### config.mk
export PLATFORM = sky130hd
export DESIGN_NAME = box_round_judge_flat
export DESIGN_NICKNAME = d
export VERILOG_FILES = /design/src/rtl/box_round_judge_if.sv /design/src/rtl/box_round_judge.sv /design/src/flat_wrapper.sv
export SDC_FILE = /design/constraint.sdc
export NUM_CORES = 1
export LEC_CHECK = 0
export ABC_AREA = 0
export BUFFER_PORTS_ARGS = -buffer_cell sky130_fd_sc_hd__buf_2
export CAP_MARGIN = 25
export CORE_MARGIN = 3
export CORE_UTILIZATION = 35
export CTS_BUF_LIST = sky130_fd_sc_hd__clkbuf_8
export DETAILED_ROUTE_END_ITERATION = 8
export GPL_TIMING_DRIVEN = 0
export HOLD_SLACK_MARGIN = 0.1
export PLACE_DENSITY = 0.59
export REMOVE_ABC_BUFFERS = 1
export SLEW_MARGIN = 20
export SYNTH_ARGS = -nofsm -noshare
export SYNTH_HDL_FRONTEND = slang
export SYNTH_SLANG_ARGS = --single-unit
### constraint.sdc
create_clock -name CLOCK_50 -period 5.5 [get_ports CLOCK_50]
set_input_delay 0 -clock CLOCK_50 [delete_from_list [all_inputs] [get_ports CLOCK_50]]
set_output_delay 0 -clock CLOCK_50 [all_outputs]
set_load 0.1 [all_outputs]
### src/rtl/box_round_judge_if.sv
// Player-facing bundle of the round judge: start/box-number/strike inputs and LED, score and pulse outputs.
interface box_round_judge_if;
    logic       start;
    logic [2:0] lfsr_address;
    logic [3:0] hit;
    logic [3:0] target_led;
    logic [7:0] score;
    logic [1:0] lives;
    logic       hit_ok;
    logic       miss;
    logic       game_over;
    logic       busy;

    modport master (
        output start, lfsr_address, hit,
        input  target_led, score, lives, hit_ok, miss, game_over, busy
    );

    modport slave (
        input  start, lfsr_address, hit,
        output target_led, score, lives, hit_ok, miss, game_over, busy
    );
endinterface

### src/rtl/box_round_judge.sv
// Round judge: lights a random box, judges strike/timeout, keeps score and lives.
// Judgement lands one cycle after the detecting edge; no backpressure, strikes outside SHOW are dropped.
module box_round_judge #(
    parameter int TIMEOUT_CYCLES = 50000000,
    parameter int GAP_CYCLES     = 12500000,
    parameter int LIVES          = 3
) (
    input logic              CLOCK_50,
    input logic              reset_n,
    box_round_judge_if.slave bus
);
    localparam int TMAX = (TIMEOUT_CYCLES > GAP_CYCLES) ? TIMEOUT_CYCLES : GAP_CYCLES;
    localparam int TW   = $clog2(TMAX);
    localparam logic [TW-1:0] SHOW_LAST  = TW'(TIMEOUT_CYCLES - 1);
    localparam logic [TW-1:0] GAP_LAST   = TW'(GAP_CYCLES - 1);
    localparam logic [1:0]    LIVES_INIT = 2'(LIVES);

    typedef enum logic [2:0] {
        S_IDLE, S_ARM, S_SHOW, S_JUDGE_HIT, S_JUDGE_MISS, S_GAP, S_OVER
    } state_t;

    state_t        state, state_d;
    logic [TW-1:0] timer, timer_d;
    logic [3:0]    hit_prev;
    logic [3:0]    rise;
    logic [3:0]    target_q, target_d;
    logic [7:0]    score_q, score_d;
    logic [1:0]    lives_q, lives_d;
    logic          hit_ok_q, hit_ok_d;
    logic          miss_q, miss_d;
    logic          game_over_q, busy_q;

    assign rise = bus.hit & ~hit_prev;

    always_comb begin
        state_d  = state;
        timer_d  = '0;
        target_d = target_q;
        score_d  = score_q;
        lives_d  = lives_q;
        hit_ok_d = 1'b0;
        miss_d   = 1'b0;
        case (state)
            S_IDLE, S_OVER: begin
                if (bus.start) begin
                    score_d = '0;
                    lives_d = LIVES_INIT;
                    state_d = S_ARM;
                end
            end
            S_ARM: begin
                if (bus.lfsr_address >= 3'd1 && bus.lfsr_address <= 3'd4) begin
                    target_d = 4'b0001 << (bus.lfsr_address - 3'd1);
                    state_d  = S_SHOW;
                end
            end
            S_SHOW: begin
                timer_d = timer + 1'b1;
                // A correct strike outranks a timeout on the same edge.
                if (rise == target_q)
                    state_d = S_JUDGE_HIT;
                else if (rise != 4'b0000)
                    state_d = S_JUDGE_MISS;
                else if (timer == SHOW_LAST)
                    state_d = S_JUDGE_MISS;
            end
            S_JUDGE_HIT: begin
                score_d  = (score_q == 8'hFF) ? score_q : score_q + 8'd1;
                hit_ok_d = 1'b1;
                target_d = '0;
                state_d  = S_GAP;
            end
            S_JUDGE_MISS: begin
                lives_d  = lives_q - 2'd1;
                miss_d   = 1'b1;
                target_d = '0;
                state_d  = (lives_q == 2'd1) ? S_OVER : S_GAP;
            end
            S_GAP: begin
                timer_d = timer + 1'b1;
                if (timer == GAP_LAST)
                    state_d = S_ARM;
            end
            default: state_d = S_IDLE;
        endcase
        if (state_d != state)
            timer_d = '0;
    end

    always_ff @(posedge CLOCK_50) begin
        if (!reset_n) begin
            state       <= S_IDLE;
            timer       <= '0;
            hit_prev    <= '0;
            target_q    <= '0;
            score_q     <= '0;
            lives_q     <= LIVES_INIT;
            hit_ok_q    <= 1'b0;
            miss_q      <= 1'b0;
            game_over_q <= 1'b0;
            busy_q      <= 1'b0;
        end else begin
            state       <= state_d;
            timer       <= timer_d;
            hit_prev    <= bus.hit;
            target_q    <= target_d;
            score_q     <= score_d;
            lives_q     <= lives_d;
            hit_ok_q    <= hit_ok_d;
            miss_q      <= miss_d;
            game_over_q <= (state_d == S_OVER);
            busy_q      <= !(state_d == S_IDLE || state_d == S_OVER);
        end
    end

    assign bus.target_led = target_q;
    assign bus.score      = score_q;
    assign bus.lives      = lives_q;
    assign bus.hit_ok     = hit_ok_q;
    assign bus.miss       = miss_q;
    assign bus.game_over  = game_over_q;
    assign bus.busy       = busy_q;
endmodule

### src/flat_wrapper.sv
// flat-port wrapper written by rule: the top's interface ports become plain ports
module box_round_judge_flat 
#(
    parameter int TIMEOUT_CYCLES = 50000000,
    parameter int GAP_CYCLES     = 12500000,
    parameter int LIVES          = 3
)
  (CLOCK_50, reset_n, bus_start, bus_lfsr_address, bus_hit, bus_target_led, bus_score, bus_lives, bus_hit_ok, bus_miss, bus_game_over, bus_busy);
  box_round_judge_if bus_i ();
  input logic CLOCK_50;
  input logic reset_n;
  input wire logic [$bits(bus_i.start)-1:0] bus_start;
  input wire logic [$bits(bus_i.lfsr_address)-1:0] bus_lfsr_address;
  input wire logic [$bits(bus_i.hit)-1:0] bus_hit;
  output wire logic [$bits(bus_i.target_led)-1:0] bus_target_led;
  output wire logic [$bits(bus_i.score)-1:0] bus_score;
  output wire logic [$bits(bus_i.lives)-1:0] bus_lives;
  output wire logic [$bits(bus_i.hit_ok)-1:0] bus_hit_ok;
  output wire logic [$bits(bus_i.miss)-1:0] bus_miss;
  output wire logic [$bits(bus_i.game_over)-1:0] bus_game_over;
  output wire logic [$bits(bus_i.busy)-1:0] bus_busy;
  assign bus_i.start = bus_start;
  assign bus_i.lfsr_address = bus_lfsr_address;
  assign bus_i.hit = bus_hit;
  assign bus_target_led = bus_i.target_led;
  assign bus_score = bus_i.score;
  assign bus_lives = bus_i.lives;
  assign bus_hit_ok = bus_i.hit_ok;
  assign bus_miss = bus_i.miss;
  assign bus_game_over = bus_i.game_over;
  assign bus_busy = bus_i.busy;
  box_round_judge #(.TIMEOUT_CYCLES(TIMEOUT_CYCLES), .GAP_CYCLES(GAP_CYCLES), .LIVES(LIVES)) u_core (.CLOCK_50(CLOCK_50), .reset_n(reset_n), .bus(bus_i));
endmodule
==> results of run 1 <==
cells by family after synthesis:
family | Yosys count
flops | 51
fa+ha+maj | 4
compound gates | 38
buf+inv | 16
xor+xnor | 34
simple gates | 139
per-stage QoR:
stage          cells  hold WS, ps  utilization (%)
6_report         399          177             43.1
5_1_grt          399          205             43.1
4_1_cts          398          181             43.0
3_5_place_dp     381          217             40.1
3_3_place_gp     380          215             39.9
2_1_floorplan    276         73.1                -
state kept, by name, summed over array words and instances, names as in the netlist:
register,flops
u_core.timer,26
u_core.bus.target_led,4
u_core.hit_prev,4
u_core.bus.miss,1
u_core.bus.game_over,1
u_core.bus.hit_ok,1
u_core.bus.lives,2
u_core.bus.score,8
u_core.bus.busy,1
u_core.state,3
area by class of cell:
type                            count  share of cell area (%)
Timing Repair Buffer               38                    8.59
Tap cell                           77                    3.43
Inverter                           10                    1.33
Multi-Input combinational cell    215                    46.8
Clock buffer                        6                    2.94
Clock inverter                      2                   0.578
Sequential cell                    51                    36.3
layer usage:
layer / track usage (%) / share of wire (%) / vias to the layer above
met5: 0 / 0 / -
met4: 4.19 / 1.3 / 0
met3: 3.13 / 4.6 / 5
met2: 18.6 / 41 / 42
met1: 18.7 / 53 / 935
li1: - / - / 1060
cell usage after synthesis, drive strengths merged (2+ instances only):
cell / n
a21boi: 2
a21oi: 9
a311oi: 2
and2: 5
and3: 8
buf: 2
clkbuf: 4
dfxtp: 51
ha: 4
inv: 10
nand2: 21
nand2b: 3
nand3: 12
nand4: 9
nor2: 50
nor2b: 8
nor3: 6
nor4: 6
nor4b: 2
o2111ai: 3
o211ai: 6
o21a: 2
o21ai: 8
o221a: 2
or3b: 2
or4b: 2
xnor2: 12
xor2: 22
report_power, final:
part           leakage, uW  switching (uW)  internal [uW]
clock            0.0000474             127            103
sequential        0.000413            15.9            382
combinational     0.000574             109           43.8
total              0.00103             252            529
final timing paths:
check                             endpoint  depth (start not counted)  slack (ps)                 from
hold reg to reg            u_core.timer[0]                          1         480      u_core.timer[0]
hold / removal         u_core.bus.score[6]                          4         180            bus_start
setup / recovery  u_core.bus.target_led[0]                         10        3000  bus_lfsr_address[0]
setup reg to reg           u_core.timer[5]                          7        3050      u_core.timer[7]
worst max-delay path: stages:
cell	delay [ps]
dlygate4sd3_1	530
buf_2	150
or2_2	310
ha_1	180
nor4_1	350
nand2_1	280
nor3_1	240
dlygate4sd3_1	580
a21oi_1	40
nor2_1	90
repair_timing:
item                                   CTS  global route
endpoints found under the hold margin   14             0
hold buffers                             9             0
buffers inserted                         0             0
==> metrics.yaml, run 1 <==
critical_path_class: "primary input to register"
cp_data_required_time_ps: 5750
drc_errors: 0
start_util_pct: 37.0
clock_skew_ps: 9.71
fin_nets: 335
synth_ff_type: "dfxtp_1"
rsz0062_at_grt: "no"
power_uw: 781
finalSetupTns_ps: 0
ys_ff_latch: 51
ant_nets: 0
overflow: 0
place_area_mm2: 0.00262
wire_per_inst_um: 12.1
cts_root_buf: "clkbuf_8"
drt-pass1-iter-count: 4
finalCritPeriodShare_pct: 45.5
die_w_um: 89.0
synth.distinct_cells: 40
multiInputGateArea_mm2: 0.00132
setup_slack_ps: 3000
numPortBuffers: 27
timing_hold_violations_final: 0
routed_wl_um: 4840
fin_crit_ps: 2500
setup-violations-final: 0
synth_fa_ha_area_share_pct: 2.07
core-area_mm2: 0.00653
synth_edf_count: 0
tritoncts: "built"
htreeDepth: 2
layout-area-overhead-vs-synth_pct: 16.5
ys_async_sr_fraction_pct: 0
grt_antenna_before_repair: 0
grt_usage_pct: 12.8
yosysTopAreaCellShare_pct: 42.3
max_freq_ghz: 0.400
synthMuxAreaShare_pct: 0
clock_latency_ps: 300
die_h_um: 89.0
cts_sinks: 51
netlist_instances: 282
synthTopCellsByArea: "dfxtp_1, xor2_1, nor2_1, xnor2_1, nand2_1"
maxCapViolations: 0
cts_buffers: 5
synth_xor_area_share_pct: 12.3
p_leak_uw: 0.00103
crit_path_start_kind: "primary input"
layout_common_cells: "dfxtp_1, nor2_1, buf_2, xor2_1, nand2_1"
synth_compound_area_share_pct: 11.2
yosysSeqAreaShare_pct: 42.3
io_pins: 28
synth-warning-count: 0
grt_pass1_vias: 1816
clkTransAtPathRegs_ps: 100
drtIter0Drc: 116
synth_top_family_by_area: "simple AND/OR/NAND/NOR gates"
hold_class: "primary input to register"
outcome: "completed"
ir_drop_v: 0.000138
fill_cells: 666
synth_simple_gate_area_share_pct: 29.0
max_slew_margin_pct: 53.8
grt_max_degree: 18
final_layout_size_suffix_gt1_share_pct: 14.0
grt_first_pass_wirelength_um: 8180
power.density_mw_per_mm2: 278
cts_resized: 0
dp_slack_ps: 3060
regArea_mm2: 0.00102
dieArea_mm2: 0.00793
rows: 29
cp.arrival_ps: 2750
avgSynthCellArea_um2: 8.56
drv_slew: 0
critPathMaxFanout: 9
final_common_cell: "dfxtp_1"
end_kind: "register"
design_area_mm2: 0.00281
antennaDiodeCount: 0
yosysTopAreaCell: "dfxtp_1"
worst_slew_pin_slew_ps: 686
place_hpwl_um: 3520
vias_per_cell: 5.12
cts_buffer_depth: 2
place_congestion: 0.830
via_count: 2042
syn_area_mm2: 0.00241
No activity file was read; power rests on OpenSTA's default activity.
==> inputs of run 2 (changes only) <==
--- a/config.mk
+++ b/config.mk
@@ -5,7 +5,7 @@
 export SDC_FILE = /design/constraint.sdc
 export NUM_CORES = 1
 export LEC_CHECK = 0
-export ABC_AREA = 0
+export ABC_AREA = 1
 export BUFFER_PORTS_ARGS = -buffer_cell sky130_fd_sc_hd__buf_2
 export CAP_MARGIN = 25
 export CORE_MARGIN = 3
==> constraint.sdc (replaced) <==
create_clock -name CLOCK_50 -period 2.5 [get_ports CLOCK_50]
set_input_delay 0 -clock CLOCK_50 [delete_from_list [all_inputs] [get_ports CLOCK_50]]
set_output_delay 0 -clock CLOCK_50 [all_outputs]
set_load 0.1 [all_outputs]
==> metrics.yaml, run 2 <==
drt-pass1-iter-count: 4  # unchanged
fin_nets: 463  # +38%
fin_crit_ps: 2150
place_congestion: 0.925  # +11%
cp.arrival_ps: 2330  # -420 ps
start_util_pct: 37.1  # +0.14 points
clock_skew_ps: 13.5  # +3.76 ps
cpMaxStageDelayCell: "nand2_4"
critPathBufInv: 1  # -2
top_register: "u_core.timer"
crit-reg2reg-launch: "u_core.timer[0]"
numPortBuffers: 27  # unchanged
clkTransAtPathRegs_ps: 90  # about the same
switching_power_uw: 474  # +88%
seqPwrFrac_pct: 53.7  # +2.7 points
whs_path_depth: 4  # unchanged
synth.distinct_cells: 29  # -28%
wire_per_inst_um: 10.7  # -12%
finalSetupTns_ps: 0  # unchanged
reg2reg_depth: 14  # +7
htreeDepth: 2  # unchanged
place_hpwl_um: 4540  # +29%
routed_wl_um: 5900  # +22%
end_kind: "register"
largest_reg_flops: 26  # unchanged
r2r_end: "u_core.timer[0]"
io_pins: 28  # unchanged
cts_sinks: 51  # unchanged
final_common_cell: "nand2_1"
max_freq_ghz: 0.465
via_count: 2550  # +25%
grt_max_degree: 27  # +9
holdWs_ps: 238  # +60.9 ps
overflow: 0  # unchanged
ys_ff_latch: 51  # unchanged
final_layout_size_suffix_gt1_share_pct: 18.2  # +4.2 points
design_area_mm2: 0.00337  # +20%
hold_class: "primary input to register"
synthTopCellsByArea: "dfxtp_1, nand2_1, nor2_4, inv_1, nor2_1"
timing_hold_violations_final: 0  # unchanged
netlist_instances: 406  # +44%
synth-warning-count: 0  # unchanged
grt_first_pass_wirelength_um: 10600  # +30%
power.density_mw_per_mm2: 466  # +68%
cts_root_buf: "clkbuf_8"
dieArea_mm2: 0.00954  # +20%
cts_buffer_depth: 2  # unchanged
die_h_um: 97.7  # +9.7%
ys_async_sr_fraction_pct: 0  # unchanged
avgSynthCellArea_um2: 7.24  # -15%
critPathMaxFanout: 26  # +17
drc_errors: 0  # unchanged
drtIter0Drc: 190  # +64%
power_frac_comb_pct: 15.7  # -3.9 points
yosysTopAreaCell: "dfxtp_1"
crit_path_start_kind: "register"
synth_ff_type: "dfxtp_1"
cp_top_family: "simple AND/OR/NAND/NOR gates"
rows: 32  # +10%
ir_drop_v: 0.000204  # +48%
drv_slew: 0  # unchanged
p_leak_uw: 0.00128  # +24%
yosysSeqAreaShare_pct: 34.7  # -7.6 points
outcome: "completed"
startpoint: "u_core.timer[0]"
path_cells: "ha_1, nand3_2, clkinv_2, nand2_1, nor2_1, nand2_1, nand2_1, nand2_1, nand2_1, nand2_1, nand2_1, nand2_2, nand2_4, nor2_1"
critical_path_class: "register to register"
yosysTopAreaCellShare_pct: 34.7  # -7.6 points
clock_latency_ps: 310  # about the same
grt_usage_pct: 13.2  # +0.32 points
cpPeakStageDelay_ps: 490  # -90 ps
hp-start: "bus_lfsr_address[2]"
cts_resized: 0  # unchanged
cp_common_cell: "nand2_1"
cts_buffers: 5  # unchanged
synth_common_cells: "nand2_1, inv_1, nor2_1, dfxtp_1, nand3_1"
rrSetupSlack_ps: 350  # -2700 ps
power.internal_uw: 1100  # +110%
grt_pass1_vias: 2349  # +29%
syn_area_mm2: 0.00294  # +22%
grt_antenna_before_repair: 0  # unchanged
synth.most_common_cell: "nand2_1"
antennaDiodeCount: 0  # unchanged
rsz0062_at_grt: "no"
tritoncts: "built"
die_w_um: 97.7  # +9.7%
worst_slew_pin_slew_ps: 656  # -30.2 ps
maxCapViolations: 0  # unchanged
ant_nets: 0  # unchanged
max_slew_margin_pct: 56.2  # +2.4 points
p_sw_share_pct: 30.2  # -2.1 points
hold_path_end: "u_core.bus.target_led[3]"
setup-violations-final: 0  # unchanged
vias_per_cell: 4.62  # -9.7%
layout-area-overhead-vs-synth_pct: 14.7
cp_data_required_time_ps: 2680  # -3070 ps
synth_edf_count: 0  # unchanged
finalCritPeriodShare_pct: 85.9
clkPwrFrac_pct: 30.6  # +1.2 points
place_area_mm2: 0.00316  # +20%
core-area_mm2: 0.00793  # +21%
layout_common_cells: "nand2_1, inv_1, nor2_1, dfxtp_1, buf_2"
[run 2: changes by cell type in the layout (fill, tap and decap cells not counted), moves of 5 or more]
cell / before / now
nor2_4: 0 / 21
xor2_1: 22 / 16
nor3_1: 6 / 12
inv_1: 10 / 62
nor2b_1: 8 / 0
nand3_2: 0 / 5
nand2_1: 21 / 85
and2_1: 5 / 0
o21ai_0: 8 / 2
nand3_1: 12 / 24
and3_1: 8 / 0
nand2_2: 0 / 5
[run 2: power by group through the flow]
stage	sequential, uW	clock [uW]	combinational (uW)
finish	843	480	247
floorplan	914	0	131
CTS	843	507	248
global placement	861	0	230
global route	845	540	276
detailed placement	862	0	232
[run 2: logic make-up after synthesis]
group	share of synthesized area, %
xor gates and xnor gates	8.04
DFF	34.7
adders and majority gates	1.70
AOI/OAI and AO/OA	3.45
buffers and inverters	10.4
and+or+nand+nor	41.7
[run 2: timing repair]
action / in CTS / in global routing
hold buffers: 13 / 0
setup buffers: 0 / 0
endpoints found under the hold margin: 11 / 0
[run 2: area by class of cell]
type,count,area (um^2)
multi-input combinational,283,1610
fill,846,4550
clock buffer,5,68.8
inverter,68,258
sequential,51,1020
tap,102,128
clock inverter,3,18.8
timing repair buffer,40,265
[run 2: worst max path at each step]
| stage | depth (start not counted) | endpoint | slack, ps |
|---|---|---|---|
| floorplan | 10 | u_core.timer[0] | 130 |
| global placement | 14 | u_core.timer[0] | 360 |
| detailed placement | 14 | u_core.timer[0] | 340 |
| CTS | 14 | u_core.timer[0] | 320 |
| global route | 14 | u_core.timer[25] | 30 |
| finish | 14 | u_core.timer[0] | 350 |
[run 2: worst min-delay path, stage by stage]
cell and delay, ps:
buf_2 90, ha_1 190, nand3_1 90, a21oi_1 130
[run 2: metrics by stage]
step / util, % / power [uW] / worst slack, ps / std cells
after detailed placement: 39.8 / 1090 / 337 / 531
after CTS: 42.6 / 1600 / 317 / 552
after global routing: 42.6 / 1660 / 28.1 / 552
after floorplan: - / 1050 / 135 / 402
final: 42.6 / 1570 / 352 / 552
after global placement: 39.8 / 1090 / 360 / 531
[run 2: metal layers]
| layer | global-route usage (%) | vias to the layer above | wire length (um) |
|---|---|---|---|
| met4 | 3.51 | 0 | 73 |
| met5 | 0 | - | 0 |
| li1 | - | 1348 | - |
| met2 | 21.5 | 39 | 2630 |
| met3 | 2.58 | 6 | 201 |
| met1 | 17.8 | 1157 | 3000 |
==> inputs of run 3 (changes only) <==
--- a/config.mk
+++ b/config.mk
@@ -8,13 +8,14 @@
 export ABC_AREA = 1
 export BUFFER_PORTS_ARGS = -buffer_cell sky130_fd_sc_hd__buf_2
 export CAP_MARGIN = 25
+export CELL_PAD_IN_SITES_DETAIL_PLACEMENT = 2
+export CELL_PAD_IN_SITES_GLOBAL_PLACEMENT = 2
 export CORE_MARGIN = 3
 export CORE_UTILIZATION = 35
 export CTS_BUF_LIST = sky130_fd_sc_hd__clkbuf_8
 export DETAILED_ROUTE_END_ITERATION = 8
-export GPL_TIMING_DRIVEN = 0
 export HOLD_SLACK_MARGIN = 0.1
-export PLACE_DENSITY = 0.59
+export PLACE_DENSITY = 0.89
 export REMOVE_ABC_BUFFERS = 1
 export SLEW_MARGIN = 20
 export SYNTH_ARGS = -nofsm -noshare
==> metrics.yaml, run 3 (same netlist as run 2, synthesis figures left out) <==
outcome: "completed"
numPortBuffers: 27  # unchanged
max_freq_ghz: 0.456  # -2.0%
fin_nets: 465  # +0.43%
finalSetupTns_ps: 0  # unchanged
p_leak_uw: 0.00131  # +2.4%
grt_antenna_before_repair: 0  # unchanged
wire_per_inst_um: 16.8  # +57%
layout-area-overhead-vs-synth_pct: 16.6
fill_cells: 935  # +11%
rsz0062_at_grt: "no"
cts_buffer_depth: 2  # unchanged
grt_usage_pct: 20.7  # +7.5 points
overflow: 0  # unchanged
antennaDiodeCount: 0  # unchanged
hold_class: "primary input to register"
dieArea_mm2: 0.00954  # unchanged
cts_buffers: 5  # unchanged
drc_errors: 0  # unchanged
hold_buffers: 12  # -1
cts_setup_buffers: 0  # unchanged
largest_reg_flops: 26  # unchanged
io_pins: 28  # unchanged
cp_data_required_time_ps: 2710  # +30 ps
rows: 32  # unchanged
die_h_um: 97.7  # unchanged
routed_wl_um: 9290  # +57%
vias_per_cell: 4.89  # +5.9%
fin_crit_ps: 2190  # +42.9 ps
ant_nets: 0  # unchanged
grt_max_degree: 16  # -41%
tritoncts: "built"
worst_slew_pin_slew_ps: 494  # -162 ps
cts_root_buf: "clkbuf_8"
drt-pass1-iter-count: 4  # unchanged
place_hpwl_um: 6510  # +43%
critPathMaxFanout: 14  # -46%
critical_path_class: "register to register"
layout_common_cells: "nand2_1, inv_1, nor2_1, dfxtp_1, buf_2"
max_slew_margin_pct: 67.3  # +11 points
via_count: 2710  # +6.3%
cts_resized: 0  # unchanged
clock_latency_ps: 320  # about the same
timing_hold_violations_final: 0  # unchanged
ir_drop_v: 0.000224  # +10%
power.density_mw_per_mm2: 504  # +8.3%
core-area_mm2: 0.00793  # unchanged
maxCapViolations: 0  # unchanged
die_w_um: 97.7  # unchanged
setup-violations-final: 0  # unchanged
drtIter0Drc: 72  # -62%
htreeDepth: 2  # unchanged
final_layout_size_suffix_gt1_share_pct: 18.8  # +0.58 points
final_common_cell: "nand2_1"
crit_path_start_kind: "register"
power_uw: 1730  # +10%
start_util_pct: 37.1  # unchanged
clkTransAtPathRegs_ps: 100  # about the same
end_kind: "register"
grt_pass1_vias: 3118  # +33%
place_congestion: 0.770  # -17%
grt_first_pass_wirelength_um: 16100  # +51%
cts_sinks: 51  # unchanged
drv_slew: 0  # unchanged
cp.arrival_ps: 2400  # +70 ps
top_register: "u_core.timer"
finalCritPeriodShare_pct: 87.7  # +1.7 points
clock_skew_ps: 6.57  # -6.89 ps
run 3: stage by stage:
| stage | std cells | cell area [um^2] | util, % | hold slack (ps) | setup WS (ps) |
|---|---|---|---|---|---|
| after global placement | 534 | 3190 | 40.2 | 209 | 483 |
| after global routing | 554 | 3430 | 43.2 | 186 | 49.8 |
| after CTS | 554 | 3430 | 43.2 | 144 | 276 |
| after detailed placement | 534 | 3190 | 40.2 | 222 | 351 |
| after floorplan | 402 | 2890 | - | 93.5 | 135 |
| final | 554 | 3430 | 43.2 | 156 | 309 |
run 3: worst paths after layout:
kind	startpoint	endpoint	slack, ps	depth (start not counted)
setup / recovery	u_core.timer[0]	u_core.timer[16]	310	15
hold / removal	bus_start	u_core.state[0]	160	5
setup reg to reg	u_core.timer[0]	u_core.timer[16]	310	15
hold reg to reg	u_core.timer[0]	u_core.timer[0]	470	1
run 3: critical path, cell delays in order, from the launching register on:
cell,delay (ps)
dfxtp_1,370
ha_1,210
nand3_2,140
clkinv_2,110
nand2_1,60
nor2_1,120
nand2_1,110
nand2_1,80
nand2_1,60
nand2_1,90
nand2_1,60
nand2_1,70
nand2_2,70
nand2_4,240
buf_12,250
nor2_4,30
run 3: area by class of cell:
class,instances,area [um^2],share of cell area [%]
multi-input cells,283,1610,47.1
flip-flops and latches,51,1020,29.8
repair buffers,42,290,8.47
inverters,68,258,7.52
well taps,102,128,3.72
clock buffers,6,82.6,2.41
clock inverters,2,35.0,1.02
run 3: power breakdown:
group          switching, uW  total, uW  internal [uW]
Clock                    290        614            324
Sequential              16.6        845            828
Combinational            198        269           71.4
Total                    504       1730           1220
run 3: routing by layer:
metal	GRT usage [%]	share of wire (%)	routed length, um
met1	25.5	46	4240
met2	37.5	51	4760
met3	3.09	2.0	182
met4	5.22	1.1	106
met5	0	0	0
